[src/rtl/uart_word_serializer.sv]
// uart_word_serializer
// Buffers 32-bit result words in a small FIFO and emits each one as four
// bytes, least-significant byte first, to a byte-wide UART transmitter
// using a one-cycle tx_start pulse and the transmitter's tx_busy flag.
//
// Build option: define SER_SYNC_BYTE_EN to precede every word with the
// sync byte 8'hA5, which gives five tx_start pulses per word.
module uart_word_serializer #(
  parameter int DEPTH = 4,
  parameter int CW    = 3
) (
  input  logic          clk,
  input  logic          rst_n,
  input  logic [31:0]   in_data,
  input  logic          in_valid,
  output logic          in_ready,
  output logic [7:0]    tx_byte,
  output logic          tx_start,
  input  logic          tx_busy,
  output logic [CW-1:0] fifo_count,
  output logic          idle
);

  localparam int AW = (DEPTH > 1) ? $clog2(DEPTH) : 1;

  localparam logic [2:0] S_IDLE = 3'd0;
  localparam logic [2:0] S_LOAD = 3'd1;
  localparam logic [2:0] S_SEND = 3'd2;
  localparam logic [2:0] S_ACK  = 3'd3;
  localparam logic [2:0] S_DONE = 3'd4;
`ifdef SER_SYNC_BYTE_EN
  localparam logic [2:0] S_SYNC = 3'd5;
`endif

  // FIFO storage and bookkeeping
  logic [31:0]   mem_q [DEPTH];
  logic [AW-1:0] wr_ptr_q, wr_ptr_d;
  logic [AW-1:0] rd_ptr_q, rd_ptr_d;
  logic [CW-1:0] count_q, count_d;
  logic          push;
  logic          pop;
  logic [31:0]   head;

  // Serializer state
  logic [2:0]    state_q, state_d;
  logic [31:0]   shift_q, shift_d;
  logic [1:0]    byte_idx_q, byte_idx_d;
  logic [7:0]    tx_byte_q, tx_byte_d;
  logic          tx_start_q, tx_start_d;
  logic          idle_q, idle_d;
  logic          data_phase;

`ifdef SER_SYNC_BYTE_EN
  logic          sync_pend_q, sync_pend_d;
`endif

  // A full FIFO refuses a push even when a pop happens in the same cycle.
  assign in_ready   = (count_q != CW'(DEPTH));
  assign push       = in_valid && in_ready;
  assign pop        = (state_q == S_LOAD);
  assign head       = mem_q[rd_ptr_q];

  assign tx_byte    = tx_byte_q;
  assign tx_start   = tx_start_q;
  assign fifo_count = count_q;
  assign idle       = idle_q;

  // FIFO pointer and occupancy update; pointers wrap naturally at DEPTH.
  always_comb begin
    wr_ptr_d = wr_ptr_q;
    rd_ptr_d = rd_ptr_q;
    count_d  = count_q;
    if (push) begin
      wr_ptr_d = wr_ptr_q + AW'(1);
    end else begin
      wr_ptr_d = wr_ptr_q;
    end
    if (pop) begin
      rd_ptr_d = rd_ptr_q + AW'(1);
    end else begin
      rd_ptr_d = rd_ptr_q;
    end
    if (push && !pop) begin
      count_d = count_q + CW'(1);
    end else if (!push && pop) begin
      count_d = count_q - CW'(1);
    end else begin
      count_d = count_q;
    end
  end

  // FIFO word storage; contents need no reset because occupancy guards reads.
  always_ff @(posedge clk) begin
    if (push) begin
      mem_q[wr_ptr_q] <= in_data;
    end
  end

`ifdef SER_SYNC_BYTE_EN
  // Remembers that the handshake in flight belongs to the sync byte.
  always_comb begin
    if (state_q == S_LOAD) begin
      sync_pend_d = 1'b1;
    end else if ((state_q == S_DONE) && !tx_busy) begin
      sync_pend_d = 1'b0;
    end else begin
      sync_pend_d = sync_pend_q;
    end
  end
  assign data_phase = !sync_pend_q;
`else
  assign data_phase = 1'b1;
`endif

  // Serializer FSM: next state, shift register, byte index and the byte
  // presented on the edge that enters SEND (tx_byte then holds until the
  // next SEND).
  always_comb begin
    state_d    = state_q;
    shift_d    = shift_q;
    byte_idx_d = byte_idx_q;
    tx_byte_d  = tx_byte_q;
    case (state_q)
      S_IDLE: begin
        if (count_q != {CW{1'b0}}) begin
          state_d = S_LOAD;
        end else begin
          state_d = S_IDLE;
        end
      end
      S_LOAD: begin
        shift_d    = head;
        byte_idx_d = 2'd0;
`ifdef SER_SYNC_BYTE_EN
        state_d    = S_SYNC;
        tx_byte_d  = 8'hA5;
`else
        state_d    = S_SEND;
        tx_byte_d  = head[7:0];
`endif
      end
`ifdef SER_SYNC_BYTE_EN
      S_SYNC: begin
        state_d = S_ACK;
      end
`endif
      S_SEND: begin
        state_d = S_ACK;
      end
      S_ACK: begin
        if (tx_busy) begin
          state_d = S_DONE;
        end else begin
          state_d = S_ACK;
        end
      end
      S_DONE: begin
        if (tx_busy) begin
          state_d = S_DONE;
        end else if (!data_phase) begin
          // Sync byte finished: send byte 0 without shifting.
          state_d   = S_SEND;
          tx_byte_d = shift_q[7:0];
        end else if (byte_idx_q != 2'd3) begin
          state_d    = S_SEND;
          shift_d    = {8'h00, shift_q[31:8]};
          byte_idx_d = byte_idx_q + 2'd1;
          tx_byte_d  = shift_q[15:8];
        end else if (count_q != {CW{1'b0}}) begin
          // Next word already waiting: go straight to LOAD, skipping IDLE.
          state_d = S_LOAD;
        end else begin
          state_d = S_IDLE;
        end
      end
      default: begin
        state_d = S_IDLE;
      end
    endcase
  end

  // Registered strobes: tx_start is high exactly in the cycle spent in a
  // byte-issuing state; idle reflects empty FIFO with the FSM parked.
  always_comb begin
`ifdef SER_SYNC_BYTE_EN
    tx_start_d = (state_d == S_SEND) || (state_d == S_SYNC);
`else
    tx_start_d = (state_d == S_SEND);
`endif
    idle_d = (count_d == {CW{1'b0}}) && (state_d == S_IDLE);
  end

  // State registers; reset drops any partial word and empties the FIFO.
  always_ff @(posedge clk or negedge rst_n) begin
    if (!rst_n) begin
      wr_ptr_q    <= {AW{1'b0}};
      rd_ptr_q    <= {AW{1'b0}};
      count_q     <= {CW{1'b0}};
      state_q     <= S_IDLE;
      shift_q     <= 32'h0000_0000;
      byte_idx_q  <= 2'd0;
      tx_byte_q   <= 8'h00;
      tx_start_q  <= 1'b0;
      idle_q      <= 1'b1;
`ifdef SER_SYNC_BYTE_EN
      sync_pend_q <= 1'b0;
`endif
    end else begin
      wr_ptr_q    <= wr_ptr_d;
      rd_ptr_q    <= rd_ptr_d;
      count_q     <= count_d;
      state_q     <= state_d;
      shift_q     <= shift_d;
      byte_idx_q  <= byte_idx_d;
      tx_byte_q   <= tx_byte_d;
      tx_start_q  <= tx_start_d;
      idle_q      <= idle_d;
`ifdef SER_SYNC_BYTE_EN
      sync_pend_q <= sync_pend_d;
`endif
    end
  end

endmodule

[config.mk]
export PLATFORM = sky130hd
export DESIGN_NAME = uart_word_serializer
export DESIGN_NICKNAME = d
export VERILOG_FILES = /design/src/rtl/uart_word_serializer.sv
export SDC_FILE = /design/constraint.sdc
export NUM_CORES = 1
export LEC_CHECK = 0
export ABC_CLOCK_PERIOD_IN_PS = 2950
export CAP_MARGIN = 20
export CORE_MARGIN = 10
export CORE_UTILIZATION = 41
export CTS_CLUSTER_DIAMETER = 40
export DETAILED_ROUTE_END_ITERATION = 16
export GPL_ROUTABILITY_DRIVEN = 1
export SYNTH_ARGS = -nofsm -noshare
export SYNTH_HDL_FRONTEND = slang
export SYNTH_SLANG_ARGS = --single-unit
[constraint.sdc]
create_clock -name clk -period 2.95 [get_ports clk]
set_clock_uncertainty 0.05 [all_clocks]
set_input_delay 0.295 -clock clk [delete_from_list [all_inputs] [get_ports clk]]
set_output_delay 0.295 -clock clk [all_outputs]
set_load 0.02 [all_outputs]
==> impl_metrics.yaml, run 1 <==
run_status:
  status: "finished, final reports clean"
final_layout:
  num-fill-cells: 1394
  layout-drive-gt1-share_pct: 19.96
  insertedDiodeCount: 0
  finish.net_count: 477
  syn_to_final_growth_pct: 19.31
critical_path:
  critical_path_rt_ns: 2.61
  maximum_fanout_count_along_the_critical_path: 4
  worst_ep_arrival_time_ns: 1.85
  setup.worst_path.start_class: "register"
  crit_path_end_kind: "output port"
  critical_path_class: "reg2out"
sta:
  timing.slew.headroom_pct: 64.87
  fmax_mhz: 456.5
  grt_setup_unrepaired: "no"
  final-max-slew-violation-count: 0
  setup_ws_post_layout_ns: 0.7592
  setup_viol_count_final: 0
  worst_pin_slew_ns: 0.5269
  hold_viol: 0
  timing.final.crit_period_ns: 2.191
  finalSetupTns_ns: 0
  final.period_utilization_pct: 74.26
floorplan:
  die_area_sq_um: 22270
  initial_core_utilization_pct: 41.59
  die_height_um: 149.2
  ios: 50
  rows: 47
  placeableCoreArea_sq_um: 16470
  dieWidth_um: 149.2
clocking:
  cts.clk_slew.worst_paths_ns: 0.07
  insertion_delay_ns: 0.43
  cts_root_buffer: "sky130_fd_sc_hd__clkbuf_16"
  cts_buffer_depth: 2
  clock_sink_count: 174
  ctsHtreeMaxLevel: 4
  postCtsResizedCells: 0
  cts-buffers-inserted: 17
  cts_tree: "done"
  postCtsSetupRepairBufs: 0
synth:
  ys_ff_latch: 174
  synth-seq-area-share_pct: 72.96
  netlist_instances: 376
  syn-num-nets: 420
  synth_cell_type_count: 35
  syn-cell-area_sq_um: 6848
  post_synth.cell_area_avg_sq_um: 18.21
  synthesis.yosys.warnings: 0
routing:
  drt_iter0_markers: 169
  wl_per_cell_um: 19.05
  post-route-drc-count: 0
  route.antenna.remaining_nets: 0
  vias_per_cell: 4.998
  detail_route.first_pass.iterations: 4
  drt-total-wl_mm: 12.68
  dr_total_vias: 3329
global_routing:
  grt_pass1_vias: 3645
  maximum_number_of_pins_on_one_net_before_global_route_repair: 59
  global_route.usage.total_pct: 12.20
  number_of_antenna_violations_at_the_first_check_in_global_routing: 0
  grt_pass1_wl_mm: 20.48
  gr-total-overflow: 0
placement:
  placement.setup.worst_slack_ns: 0.7931
  hpwlAfterDp_mm: 8.085
  numPortBuffers: 49
  globalplace.congestion: 0.7277
power:
  max-vdd-ir-drop_uv: 490.5
  total_leakage_power_nw: 2.865
  power_density_over_the_cells_nw_per_um2: 1016
run:
  maxCapViolCount: 0
min_path:
  hold_path_class: "in2async"
==> placed cells by master (no fill, tap or decap), types with 2 or more instances in the layout <==
| cell type | count |
|---|---|
| sky130_fd_sc_hd__dfrtp_1 | 44 |
| sky130_fd_sc_hd__buf_12 | 2 |
| sky130_fd_sc_hd__edfxtp_1 | 128 |
| sky130_fd_sc_hd__o21ai_0 | 27 |
| sky130_fd_sc_hd__clkbuf_16 | 17 |
| sky130_fd_sc_hd__and2_1 | 5 |
| sky130_fd_sc_hd__inv_6 | 5 |
| sky130_fd_sc_hd__xnor2_1 | 5 |
| sky130_fd_sc_hd__buf_4 | 13 |
| sky130_fd_sc_hd__a22o_1 | 8 |
| sky130_fd_sc_hd__nand2_1 | 32 |
| sky130_fd_sc_hd__nor2_1 | 7 |
| sky130_fd_sc_hd__a21oi_1 | 2 |
| sky130_fd_sc_hd__nor3b_2 | 2 |
| sky130_fd_sc_hd__clkdlybuf4s50_1 | 48 |
| sky130_fd_sc_hd__mux2i_1 | 24 |
| sky130_fd_sc_hd__clkinv_4 | 4 |
| sky130_fd_sc_hd__mux4_2 | 32 |
| sky130_fd_sc_hd__o21ai_1 | 2 |
| sky130_fd_sc_hd__clkinvlp_4 | 3 |
| sky130_fd_sc_hd__ha_1 | 8 |
| sky130_fd_sc_hd__inv_1 | 6 |
==> worst paths after layout <==
kind                                          from                      end  slack, ns  cells after the start
max                        fifo_count[0]$_DFF_PN0_                 in_ready       0.76                      4
min                                          rst_n  shift_q[12]$_DFFE_PN0P_       0.19                      2
max reg2reg                fifo_count[0]$_DFF_PN0_   mem_q[0][19]$_DFFE_PP_       0.85                      5
min reg2reg                 shift_q[6]$_DFFE_PN0P_   shift_q[6]$_DFFE_PN0P_       0.43                      2
max in group asynchronous                    rst_n           idle$_DFF_PN1_       2.15                      3
min in group clk            shift_q[6]$_DFFE_PN0P_   shift_q[6]$_DFFE_PN0P_       0.43                      2
==> logic make-up after synthesis <==
family	share of synthesized area, %
buffers and inverters	2.686
and+or+nand+nor	3.856
muxes	14.03
AOI/OAI and AO/OA	4.367
xor gates and xnor gates	0.6395
adders and majority gates	1.462
DFF	72.96
==> registers in the layout, summed over array words and instances, names as in the netlist <==
| name | flops |
|---|---|
| wr_ptr_q | 2 |
| byte_idx_q | 2 |
| idle | 1 |
| state_q | 3 |
| fifo_count | 3 |
| rd_ptr_q | 2 |
| shift_q | 32 |
| tx_start | 1 |
| mem_q | 128 |
==> synth_stat cells, drive strengths merged <==
cell type / instances / area [sq um]
a21bo: 1 / 10.01
a21boi: 2 / 18.77
a21oi: 2 / 10.01
a22o: 8 / 70.07
a31oi: 1 / 21.27
and2: 5 / 31.28
and3: 1 / 6.260
buf: 21 / 138.9
clkbuf: 6 / 22.52
dfrtp: 45 / 1126
dfstp: 1 / 26.28
edfxtp: 128 / 3844
ha: 8 / 100.1
inv: 6 / 22.52
mux2i: 24 / 240.2
mux4: 32 / 720.7
nand2: 32 / 120.1
nand2b: 1 / 6.260
nand3: 1 / 5.000
nand4b: 1 / 8.760
nor2: 9 / 38.79
nor3b: 2 / 20.02
nor4: 1 / 12.51
o21a: 1 / 7.510
o21ai: 29 / 145.1
o32ai: 1 / 16.27
or3: 1 / 6.260
or3b: 1 / 8.760
xnor2: 5 / 43.79
==> per-stage QoR <==
step	power (mW)	hold WS [ns]	std cells	area (sq um)	util (%)
after global placement	6.215	0.4112	632	7576	46.01
after floorplan	5.480	-0.05059	376	6848	-
after detailed placement	6.303	0.4211	632	7576	46.01
final	8.299	0.1913	666	8170	49.62
after CTS	8.435	0.04309	664	8140	49.44
after global routing	8.814	0.2081	666	8170	49.62
==> report_power, final <==
| group | leakage [nW] | total [mW] | switching (mW) | internal (mW) |
|---|---|---|---|---|
| registers | 1.74 | 3.65 | 0.310 | 3.34 |
| clock network | 0.266 | 2.13 | 0.949 | 1.18 |
| logic | 0.862 | 2.53 | 1.34 | 1.18 |
==> critical path: stages, from the launching register on <==
cell                              delay, ns
sky130_fd_sc_hd__dfrtp_1               0.41
sky130_fd_sc_hd__inv_1                 0.08
sky130_fd_sc_hd__ha_1                  0.25
sky130_fd_sc_hd__nand2_1               0.08
sky130_fd_sc_hd__clkdlybuf4s50_1       0.60
==> metal layers <==
layer,part of all wire [%],global-route usage [%]
met4,1.0,4.073
met5,0,0
met2,50,19.71
met1,45,15.17
met3,4.4,3.975
==> cell type report <==
class / instances / area, sq um / area share (%)
Sequential cell: 174 / 4997 / 61.16
Multi-Input combinational cell: 169 / 1678 / 20.54
Timing Repair Buffer: 65 / 633.1 / 7.749
Clock buffer: 18 / 429.2 / 5.253
Tap cell: 220 / 275.3 / 3.369
Clock inverter: 14 / 135.1 / 1.654
Inverter: 6 / 22.52 / 0.2757
==> repair_timing <==
action / 4_1_cts / 5_1_grt
setup endpoints to repair: 0 / 0
endpoints found under the hold margin: 0 / 45
hold buffers: 0 / 1
No activity file was read; power rests on OpenSTA's default activity.
==> inputs of run 2 (changes only) <==
--- a/config.mk
+++ b/config.mk
@@ -5,7 +5,7 @@
 export SDC_FILE = /design/constraint.sdc
 export NUM_CORES = 1
 export LEC_CHECK = 0
-export ABC_CLOCK_PERIOD_IN_PS = 2950
+export ABC_CLOCK_PERIOD_IN_PS = 1880
 export CAP_MARGIN = 20
 export CORE_MARGIN = 10
 export CORE_UTILIZATION = 41
==> constraint.sdc (replaced) <==
create_clock -name clk -period 1.88 [get_ports clk]
set_clock_uncertainty 0.05 [all_clocks]
set_input_delay 0.188 -clock clk [delete_from_list [all_inputs] [get_ports clk]]
set_output_delay 0.188 -clock clk [all_outputs]
set_load 0.02 [all_outputs]
==> run 2 against run 1 <==
Against the previous run:
- count of clock-buffer cells in the layout unchanged
- design area up 3.5%
- via count up 0.51%
- sequential share of layout area down 2.1 points
- register-to-register slack worse by 0.75 ns
- cell count up 0.75%
==> impl_metrics.yaml, run 2 (synthesis results as in run 1) <==
run_status:
  status: "finished, final reports clean"
sta:
  setup_viol_count_final: 0
  final.period_utilization_pct: 95.24
  grt_setup_unrepaired: "no"
  setup_ws_post_layout_ns: 0.08942
  finalSetupTns_ns: 0
  hold_viol: 0
  timing.slew.headroom_pct: 62.60
  timing.final.crit_period_ns: 1.791
  final-max-slew-violation-count: 0
  fmax_mhz: 558.5
  worst_pin_slew_ns: 0.5609
placement:
  dp_cells: 638
  numPortBuffers: 49
  placement.setup.worst_slack_ns: 0.002633
  globalplace.congestion: 0.7367
  hpwlAfterDp_mm: 8.332
  placed_standard_cell_area_sq_um: 7804
critical_path:
  critPathSlowestCell: "sky130_fd_sc_hd__clkdlybuf4s50_1"
  critical_path_class: "reg2out"
  cp_cell_sequence: "clkdlybuf4s50_1"
  worst-path-buf-inv: 1
  crit_path_largest_cell_delay_ns: 0.65
  critical_path_rt_ns: 1.64
  worst_ep_arrival_time_ns: 1.55
  setup.worst_path.start_class: "register"
  maximum_fanout_count_along_the_critical_path: 6
  crit_path_end_kind: "output port"
  worst_path_dominant_cell_family: "buffers and inverters"
global_routing:
  global_route.usage.total_pct: 12.17
  maximum_number_of_pins_on_one_net_before_global_route_repair: 30
  grt.busiest_layer: "met2"
  number_of_antenna_violations_at_the_first_check_in_global_routing: 0
  use_met1_pct: 15.24
  grt_util_met2_pct: 19.48
  grt_pass1_wl_mm: 20.27
  grt_util_met3_pct: 3.732
  grt_pass1_vias: 3569
  gr-total-overflow: 0
final_layout:
  finish.net_count: 482
  most_common_library_cell_in_the_layout_ignoring_fill_and_taps: "sky130_fd_sc_hd__edfxtp_1"
  final_cells: 671
  layout.cell_area.non_filler_sq_um: 8458
  syn_to_final_growth_pct: 23.52
  regMostFlops: "mem_q"
  largest_registers: "mem_q: 128 flops, shift_q: 32 flops"
  layout-drive-gt1-share_pct: 23.28
  insertedDiodeCount: 0
  largest_reg_flops: 128
  layout.cells.most_common_list: "sky130_fd_sc_hd__edfxtp_1, sky130_fd_sc_hd__clkdlybuf4s50_1, sky130_fd_sc_hd__dfrtp_1"
floorplan:
  initial_core_utilization_pct: 41.59
  dieWidth_um: 149.2
  rows: 47
  die_area_sq_um: 22270
  die_height_um: 149.2
  placeableCoreArea_sq_um: 16470
  ios: 50
clocking:
  cts.clk_slew.worst_paths_ns: 0.07
  ctsHtreeMaxLevel: 4
  cts-buffers-inserted: 17
  clock_sink_count: 174
  cts_tree: "done"
  cts_buffer_depth: 2
  postCtsSetupRepairBufs: 0
  insertion_delay_ns: 0.43
  cts_root_buffer: "sky130_fd_sc_hd__clkbuf_16"
power:
  total_leakage_power_nw: 2.977
  p_int_mw: 9.585
  p_comb_share_pct: 32.6
  share_clk_of_total_power_pct: 26.1
  max-vdd-ir-drop_uv: 889.9
  switching_share_of_total_power_pct: 30.70
  power_density_over_the_cells_nw_per_um2: 1635
  net-switching-power_mw: 4.246
  post_route_total_power_mw: 13.83
  power_frac_seq_pct: 41.2
routing:
  wl_per_cell_um: 19.12
  detail_route.first_pass.iterations: 4
  drt_iter0_markers: 212
  drt-total-wl_mm: 12.83
  dr_total_vias: 3346
  post-route-drc-count: 0
  vias_per_cell: 4.987
  route.antenna.remaining_nets: 0
min_path:
  hold_path_class: "in2async"
run:
  maxCapViolCount: 0
[run 2: worst paths after layout]
kind                                    startpoint                        end  slack, ns  cells past startpoint
setup / recovery           fifo_count[2]$_DFF_PN0_              fifo_count[2]       0.09                      1
max in group asynchronous                    rst_n    shift_q[22]$_DFFE_PN0P_       0.99                      3
hold / removal                               rst_n  byte_idx_q[1]$_DFFE_PN0P_       0.24                      2
min in group clk                       in_data[30]     mem_q[2][30]$_DFFE_PP_       0.33                      1
setup reg to reg              state_q[2]$_DFF_PN0_             idle$_DFF_PN1_       0.10                      6
hold reg to reg             shift_q[6]$_DFFE_PN0P_     shift_q[6]$_DFFE_PN0P_       0.43                      2
[run 2: metrics by stage]
stage	hold slack, ns	util [%]
6_report	0.2385	51.37
5_1_grt	0.2937	51.37
4_1_cts	0.2518	51.15
3_5_place_dp	0.1597	47.39
3_3_place_gp	0.1636	47.39
2_1_floorplan	-0.1576	-
[run 2: power by group through the flow]
| stage | clock, mW | sequential [mW] | combinational [mW] |
|---|---|---|---|
| floorplan | 0 | 5.66 | 2.97 |
| global placement | 0 | 5.74 | 4.45 |
| detailed placement | 0 | 5.78 | 4.51 |
| CTS | 3.69 | 5.70 | 4.52 |
| global route | 3.85 | 5.80 | 4.95 |
| finish | 3.62 | 5.70 | 4.51 |
[run 2: cell type report]
class	instances	area, sq um
fillers	1338	8008
flip-flops and latches	174	5000
multi-input cells	169	1732
repair buffers	70	819.5
clock buffers	18	429.2
well taps	220	275.3
clock inverters	14	180.2
inverters	6	22.52
[run 2: timing repair]
| item | CTS | global route |
|---|---|---|
| hold buffers | 1 | 0 |
| endpoints found under the hold margin | 20 | 0 |
| pin swaps | 0 | 3 |
| endpoints found under the setup margin | 1 | 102 |
| resized for setup | 1 | 9 |
[run 2: routing by layer]
layer,routed length (um),vias to the layer above
met2,6392,57
met4,153,0
met1,5729,1706
met3,554,12
met5,0,-
li1,-,1571
